===== src/rtl/sobolrng_seq_ctrl_pkg.sv =====
// Shared definitions for Sobol sequence controllers.
// Latency: n/a (types, constants and a pure combinational helper).
// Backpressure: n/a.
//   STATE_* / state_e : controller state encoding (IDLE, RUN, DONE)
//   lzb_onehot()      : one-hot of the lowest zero bit of an index
package sobolrng_seq_ctrl_pkg;

  // Widest index the helper function supports; callers cast in/out of this.
  localparam int SOBOL_MAXW = 32;

  localparam logic [1:0] STATE_IDLE = 2'd0;
  localparam logic [1:0] STATE_RUN  = 2'd1;
  localparam logic [1:0] STATE_DONE = 2'd2;

  typedef enum logic [1:0] {
    ST_IDLE = STATE_IDLE,
    ST_RUN  = STATE_RUN,
    ST_DONE = STATE_DONE
  } state_e;

  // ~k & (k+1) isolates the lowest zero bit of k. When the caller's index is
  // all ones, the set bit lands above the caller's width and truncation
  // yields zero, so the core holds on the final sample of a full period.
  function automatic logic [SOBOL_MAXW-1:0] lzb_onehot(input logic [SOBOL_MAXW-1:0] k);
    return ~k & (k + 32'd1);
  endfunction

endpackage


===== src/rtl/sobolrng_core.sv =====
// Sobol RNG core: XORs the selected direction vector into the running sample.
// Latency: one cycle from iEn/iClr to updated oRand.
// Backpressure: none; holds its value whenever iEn=0 and iClr=0.
//   iClk, iRstN : clock, async active-low reset
//   iEn, iClr   : step / clear (clear has priority)
//   iOneHot     : direction-vector select, one-hot or zero
//   dirVec      : packed direction vectors, v_i at [(i+1)*BITWIDTH-1 : i*BITWIDTH]
//   oRand       : current sample
module sobolrng_core #(
  parameter int BITWIDTH = 8
) (
  input  logic                         iClk,
  input  logic                         iRstN,
  input  logic                         iEn,
  input  logic                         iClr,
  input  logic [BITWIDTH-1:0]          iOneHot,
  input  logic [BITWIDTH*BITWIDTH-1:0] dirVec,
  output logic [BITWIDTH-1:0]          oRand
);

  logic [BITWIDTH-1:0] rand_q;
  logic [BITWIDTH-1:0] rand_d;
  logic [BITWIDTH-1:0] sel_vec;

  // OR of the selected vectors; with a one-hot select this is exactly v_i.
  always_comb begin
    sel_vec = '0;
    for (int i = 0; i < BITWIDTH; i++) begin
      if (iOneHot[i]) begin
        sel_vec = sel_vec | dirVec[i*BITWIDTH +: BITWIDTH];
      end
    end
  end

  always_comb begin
    rand_d = rand_q;
    if (iClr) begin
      rand_d = '0;
    end else if (iEn) begin
      rand_d = rand_q ^ sel_vec;
    end
  end

  always_ff @(posedge iClk or negedge iRstN) begin
    if (!iRstN) begin
      rand_q <= '0;
    end else begin
      rand_q <= rand_d;
    end
  end

  assign oRand = rand_q;

endmodule


===== src/rtl/sobolrng_seq_ctrl.sv =====
// Sequencer emitting a run of iLen consecutive Sobol samples from one core.
// Latency: first sample valid the cycle after start; 1 sample/cycle with iReady high.
// Backpressure: iReady=0 stalls indefinitely; oRand/oIdx/oValid hold.
//   iClk, iRstN   : clock, async active-low reset
//   iStart, iLen  : start a run of iLen (1..2^BITWIDTH) samples, IDLE only
//   iStop         : abort the current run (no oDone)
//   dirVec        : direction vectors, stable while oBusy
//   iReady        : downstream accepts oRand
//   oRand, oValid : sample and its valid
//   oIdx          : sample index k
//   oBusy, oDone  : run in progress / one-cycle completion pulse
module sobolrng_seq_ctrl
  import sobolrng_seq_ctrl_pkg::*;
#(
  parameter int BITWIDTH = 8
) (
  input  logic                         iClk,
  input  logic                         iRstN,
  input  logic                         iStart,
  input  logic                         iStop,
  input  logic [BITWIDTH:0]            iLen,
  input  logic [BITWIDTH*BITWIDTH-1:0] dirVec,
  input  logic                         iReady,
  output logic [BITWIDTH-1:0]          oRand,
  output logic                         oValid,
  output logic [BITWIDTH-1:0]          oIdx,
  output logic                         oBusy,
  output logic                         oDone
);

  localparam logic [BITWIDTH-1:0] K_ONE   = BITWIDTH'(1);
  localparam logic [BITWIDTH:0]   REM_ONE = (BITWIDTH+1)'(1);

  state_e              state_q, state_d;
  logic [BITWIDTH-1:0] k_q, k_d;
  logic [BITWIDTH:0]   rem_q, rem_d;

  logic                core_en;
  logic                core_clr;
  logic [BITWIDTH-1:0] core_onehot;
  logic [BITWIDTH-1:0] k_onehot;

  assign k_onehot = BITWIDTH'(lzb_onehot(SOBOL_MAXW'(k_q)));

  always_comb begin
    state_d     = state_q;
    k_d         = k_q;
    rem_d       = rem_q;
    core_en     = 1'b0;
    core_clr    = 1'b0;
    core_onehot = '0;
    unique case (state_q)
      ST_IDLE: begin
        // A zero-length start is dropped rather than producing an empty run.
        if (iStart && (iLen != '0)) begin
          core_clr = 1'b1;
          k_d      = '0;
          rem_d    = iLen;
          state_d  = ST_RUN;
        end
      end
      ST_RUN: begin
        // oValid is high throughout RUN, so iReady alone marks a handshake.
        if (iReady) begin
          core_en     = 1'b1;
          core_onehot = k_onehot;
          k_d         = k_q + K_ONE;
          rem_d       = rem_q - REM_ONE;
          if (rem_q == REM_ONE) begin
            state_d = ST_DONE;
          end
        end
        // Abort overrides completion: a stopped run never reports oDone.
        if (iStop) begin
          state_d = ST_IDLE;
        end
      end
      ST_DONE: begin
        state_d = ST_IDLE;
      end
      default: begin
        state_d = ST_IDLE;
      end
    endcase
  end

  always_ff @(posedge iClk or negedge iRstN) begin
    if (!iRstN) begin
      state_q <= ST_IDLE;
      k_q     <= '0;
      rem_q   <= '0;
    end else begin
      state_q <= state_d;
      k_q     <= k_d;
      rem_q   <= rem_d;
    end
  end

  sobolrng_core #(
    .BITWIDTH (BITWIDTH)
  ) u_core (
    .iClk    (iClk),
    .iRstN   (iRstN),
    .iEn     (core_en),
    .iClr    (core_clr),
    .iOneHot (core_onehot),
    .dirVec  (dirVec),
    .oRand   (oRand)
  );

  // All outputs decode registered state only.
  assign oValid = (state_q == ST_RUN);
  assign oBusy  = (state_q == ST_RUN);
  assign oDone  = (state_q == ST_DONE);
  assign oIdx   = k_q;

endmodule


===== config.mk =====
export PLATFORM = sky130hd
export DESIGN_NAME = sobolrng_seq_ctrl
export DESIGN_NICKNAME = d
export VERILOG_FILES = /design/src/rtl/sobolrng_seq_ctrl_pkg.sv /design/src/rtl/sobolrng_core.sv /design/src/rtl/sobolrng_seq_ctrl.sv
export SDC_FILE = /design/constraint.sdc
export NUM_CORES = 1
export LEC_CHECK = 0
export ABC_CLOCK_PERIOD_IN_PS = 2100
export CAP_MARGIN = 10
export CORE_ASPECT_RATIO = 1.75
export CORE_UTILIZATION = 25
export CTS_BUF_LIST = sky130_fd_sc_hd__clkbuf_2
export DETAILED_ROUTE_END_ITERATION = 10
export GPL_TIMING_DRIVEN = 0
export SLEW_MARGIN = 10
export SYNTH_ARGS = -nofsm -noshare
export SYNTH_HDL_FRONTEND = slang
export SYNTH_HIERARCHICAL = 1
export SYNTH_SLANG_ARGS = --single-unit

===== constraint.sdc =====
create_clock -name iClk -period 2.1 [get_ports iClk]
set_input_delay 0.42 -clock iClk [delete_from_list [all_inputs] [get_ports iClk]]
set_output_delay 0.42 -clock iClk [all_outputs]
set_load 0.01 [all_outputs]

==> out/qor.yml <==
grt:
  grt_max_degree: 28
  antenna_found_initial: 1
  grt_overflow: 0
  first_global_vias: 2447
  grt_usage_pct: 17.00
  grt_pass1_wl_um: 12100
  grt.busiest_layer: "met2"
  use_met1_pct: 17.69
  grt_util_met2_pct: 33.48
  grtUsageMet3_pct: 1.612
pwr:
  pwr-share-seq_pct: 39.5
  p_leak_nw: 1.359
  swShare_pct: 37.08
  internal_power_w: 0.001231
  max-vdd-ir-drop_mv: 0.2513
  p_sw_w: 0.0007256
  comb_power_share_pct: 49.8
  clkPwrFrac_pct: 10.7
  p_per_area_nw_per_um2: 536.7
  power_w: 0.001957
floorplan:
  die_x_um: 72.50
  fp.dieArea_sq_um: 9090
  io_pins: 97
  initial_utilization_pct: 25.99
  coreArea_sq_um: 8368
  die_height_um: 125.4
  rows: 44
cts:
  clkTransAtPathRegs_ns: 0.26
  cts_buffers: 3
  cts_sinks: 27
  root_buffer: "clkbuf_2"
  cts_hold_buffers: 0
  clock_latency_ns: 0.37
  cts_max_level: 1
  cts_tree: "done"
  clockBufferDepth: 2
final_layout:
  design_area_sq_um: 3646
  syn_to_final_growth_pct: 67.66
  regArea_sq_um: 679.4
  drive_gt1_share_pct: 30.12
  nets: 421
  n_fill_cell: 847
  multi_input_area_sq_um: 1570
timing:
  period_share_pct: 103.9
  maxSlewViolCount: 0
  rsz0062_at_grt: "yes"
  fmax_ghz: 0.4585
  finalCriticalPeriod_ns: 2.181
  timing.hold.ws_ns: 0.01691
  tightest_slew_ns: 0.6387
  maxSlewHeadroom_pct: 57.42
  tns_ns: -0.2405
  hold_violations: 0
  setup_viol: 5
  layout_setup_ws_ns: -0.08125
  clock-skew-final_ns: 0.008044
routing:
  first_pass_iters: 4
  postRouteAntennaNets: 0
  vias_per_cell: 5.089
  wl_per_cell_um: 17.32
  initialDrtViolationCount: 70
  num_vias: 2280
  routed_wl_um: 7758
  remaining_drc_errors: 0
worst_setup_path:
  r2r_cells: 9
  critPathKind: "reg -> reg"
  critPathRequiredTime_ns: 2.39
  cp-end-kind: "flop"
  worstReg2RegEnd: "u_core/oRand[0]$_DFFE_PN0P_"
  cp-start-kind: "flop"
  worstReg2RegStart: "oIdx[1]$_DFFE_PN0P_"
  reg2reg_slack_ns: -0.08
  cp_max_fo: 7
  critical_path_arrival_ns: 2.47
synthesis:
  syn_area_per_cell_sq_um: 9.795
  synthDominantCellAreaShare_pct: 31.07
  yosys_warnings: 6
  synth_area_sq_um: 2175
  synth_edf_count: 0
  ys_types: 46
  synth.largest_area_cell: "dfrtp_1"
  synth-main-ff-cell: "dfrtp_1"
  post-synth-top-count-cell: "a22oi_1"
  async_flop_share_pct: 100.0
  synth_area_leaders: "dfrtp_1, a22oi_1, ha_1"
  synth_seq_area_share_pct: 31.07
  synth_nets: 310
  netlist_instances: 222
  ys_seq_elements: 27
  synthTopCellsByCount: "a22oi_1, dfrtp_1, nor2_1"
place:
  portBuffers: 96
  place_area_sq_um: 3294
  dp_hpwl_um: 5783
  gp_congestion: 0.8259
worst_hold_path:
  hp-class: "in -> async"
run:
  drv_cap: 0
status:
  failed_checks: "setup timing"
  status: "complete, but fails checks"
cell type report:
class                   instances  area share, %
diodes                          1        0.06863
plain buffers                  12          3.294
clock buffers                   4         0.5491
inverters                      12          1.235
multi-input cells             168          43.07
flip-flops and latches         27          18.63
well taps                     115          3.946
repair buffers                109          29.20
metrics by stage:
| stage | std cells | setup WS (ns) | utilization [%] |
|---|---|---|---|
| 2_1_floorplan | 222 | -0.01285 | - |
| 3_3_place_gp | 433 | -0.5995 | 39.43 |
| 3_5_place_dp | 433 | -0.6104 | 39.37 |
| 4_1_cts | 445 | -0.1133 | 42.70 |
| 5_1_grt | 448 | -0.1310 | 43.57 |
| 6_report | 448 | -0.08125 | 43.57 |
kinds of logic (layout without fill, tap and decap cells):
group,count (synthesis),after routing,synth area share [%]
other,0,1,0
muxes,10,10,5.466
and+or+nand+nor,76,76,20.54
AOI/OAI and AO/OA,72,72,29.11
DFF,27,27,31.07
buffers and inverters,27,137,8.055
adders and majority gates,10,10,5.754
sequential cells by signal (all words and copies together), names as in the netlist:
name	flops
u_core/oRand	8
oIdx	8
state_q	2
rem_q	9
worst max path at each step:
stage                             endpoint  cells after the start  slack [ns]                 from
6_report       u_core/oRand[0]$_DFFE_PN0P_                      9       -0.08  oIdx[1]$_DFFE_PN0P_
5_1_grt        u_core/oRand[6]$_DFFE_PN0P_                      9       -0.13  oIdx[1]$_DFFE_PN0P_
4_1_cts        u_core/oRand[0]$_DFFE_PN0P_                      9       -0.11  oIdx[1]$_DFFE_PN0P_
3_5_place_dp   u_core/oRand[3]$_DFFE_PN0P_                      7       -0.61               iReady
3_3_place_gp   u_core/oRand[3]$_DFFE_PN0P_                      7       -0.60               iReady
2_1_floorplan  u_core/oRand[0]$_DFFE_PN0P_                      9       -0.01  oIdx[0]$_DFFE_PN0P_
per-layer routing:
| layer | up-vias | wire length, um |
|---|---|---|
| li1 | 1070 | - |
| met1 | 1106 | 2805 |
| met2 | 89 | 4336 |
| met3 | 15 | 417 |
| met4 | 0 | 197 |
| met5 | - | 0 |
timing repair:
item,4_1_cts,5_1_grt
gates resized for setup,44,12
pin swaps,16,9
setup buffers,11,2
cloned,0,0
endpoints found under the setup margin,11,9
cells in the final DEF (no fill, tap or decap), drive strengths merged, types with 5 or more instances in the layout:
master / Yosys / routed
a21oi: 8 / 8
a22oi: 32 / 32
a41oi: 8 / 8
and3: 14 / 14
buf: 14 / 26
clkbuf: 1 / 5
clkdlybuf4s50: 0 / 92
dfrtp: 27 / 27
ha: 10 / 10
inv: 12 / 12
mux2: 9 / 9
nand2: 7 / 7
nand2b: 7 / 7
nor2: 17 / 17
nor2b: 9 / 9
nor3: 8 / 8
o22ai: 8 / 8
worst max-delay path, stage by stage (launching register included):
cell     delay (ns)
dfrtp_2        0.50
and3_4         0.18
and3_4         0.17
and3_4         0.17
ha_4           0.14
and3_4         0.19
buf_4          0.15
a22oi_2        0.15
a41oi_2        0.13
mux2_4         0.32
power groups by stage:
| stage | Combinational (W) | Clock, W | Sequential (W) |
|---|---|---|---|
| final | 0.000974 | 0.000209 | 0.000773 |
| after global routing | 0.00107 | 0.000235 | 0.000791 |
| after CTS | 0.000951 | 0.000225 | 0.000764 |
| after detailed placement | 0.000851 | 0 | 0.000779 |
| after global placement | 0.000833 | 0 | 0.000775 |
| after floorplan | 0.000477 | 0 | 0.000760 |
No activity file was read; power rests on OpenSTA's default activity.
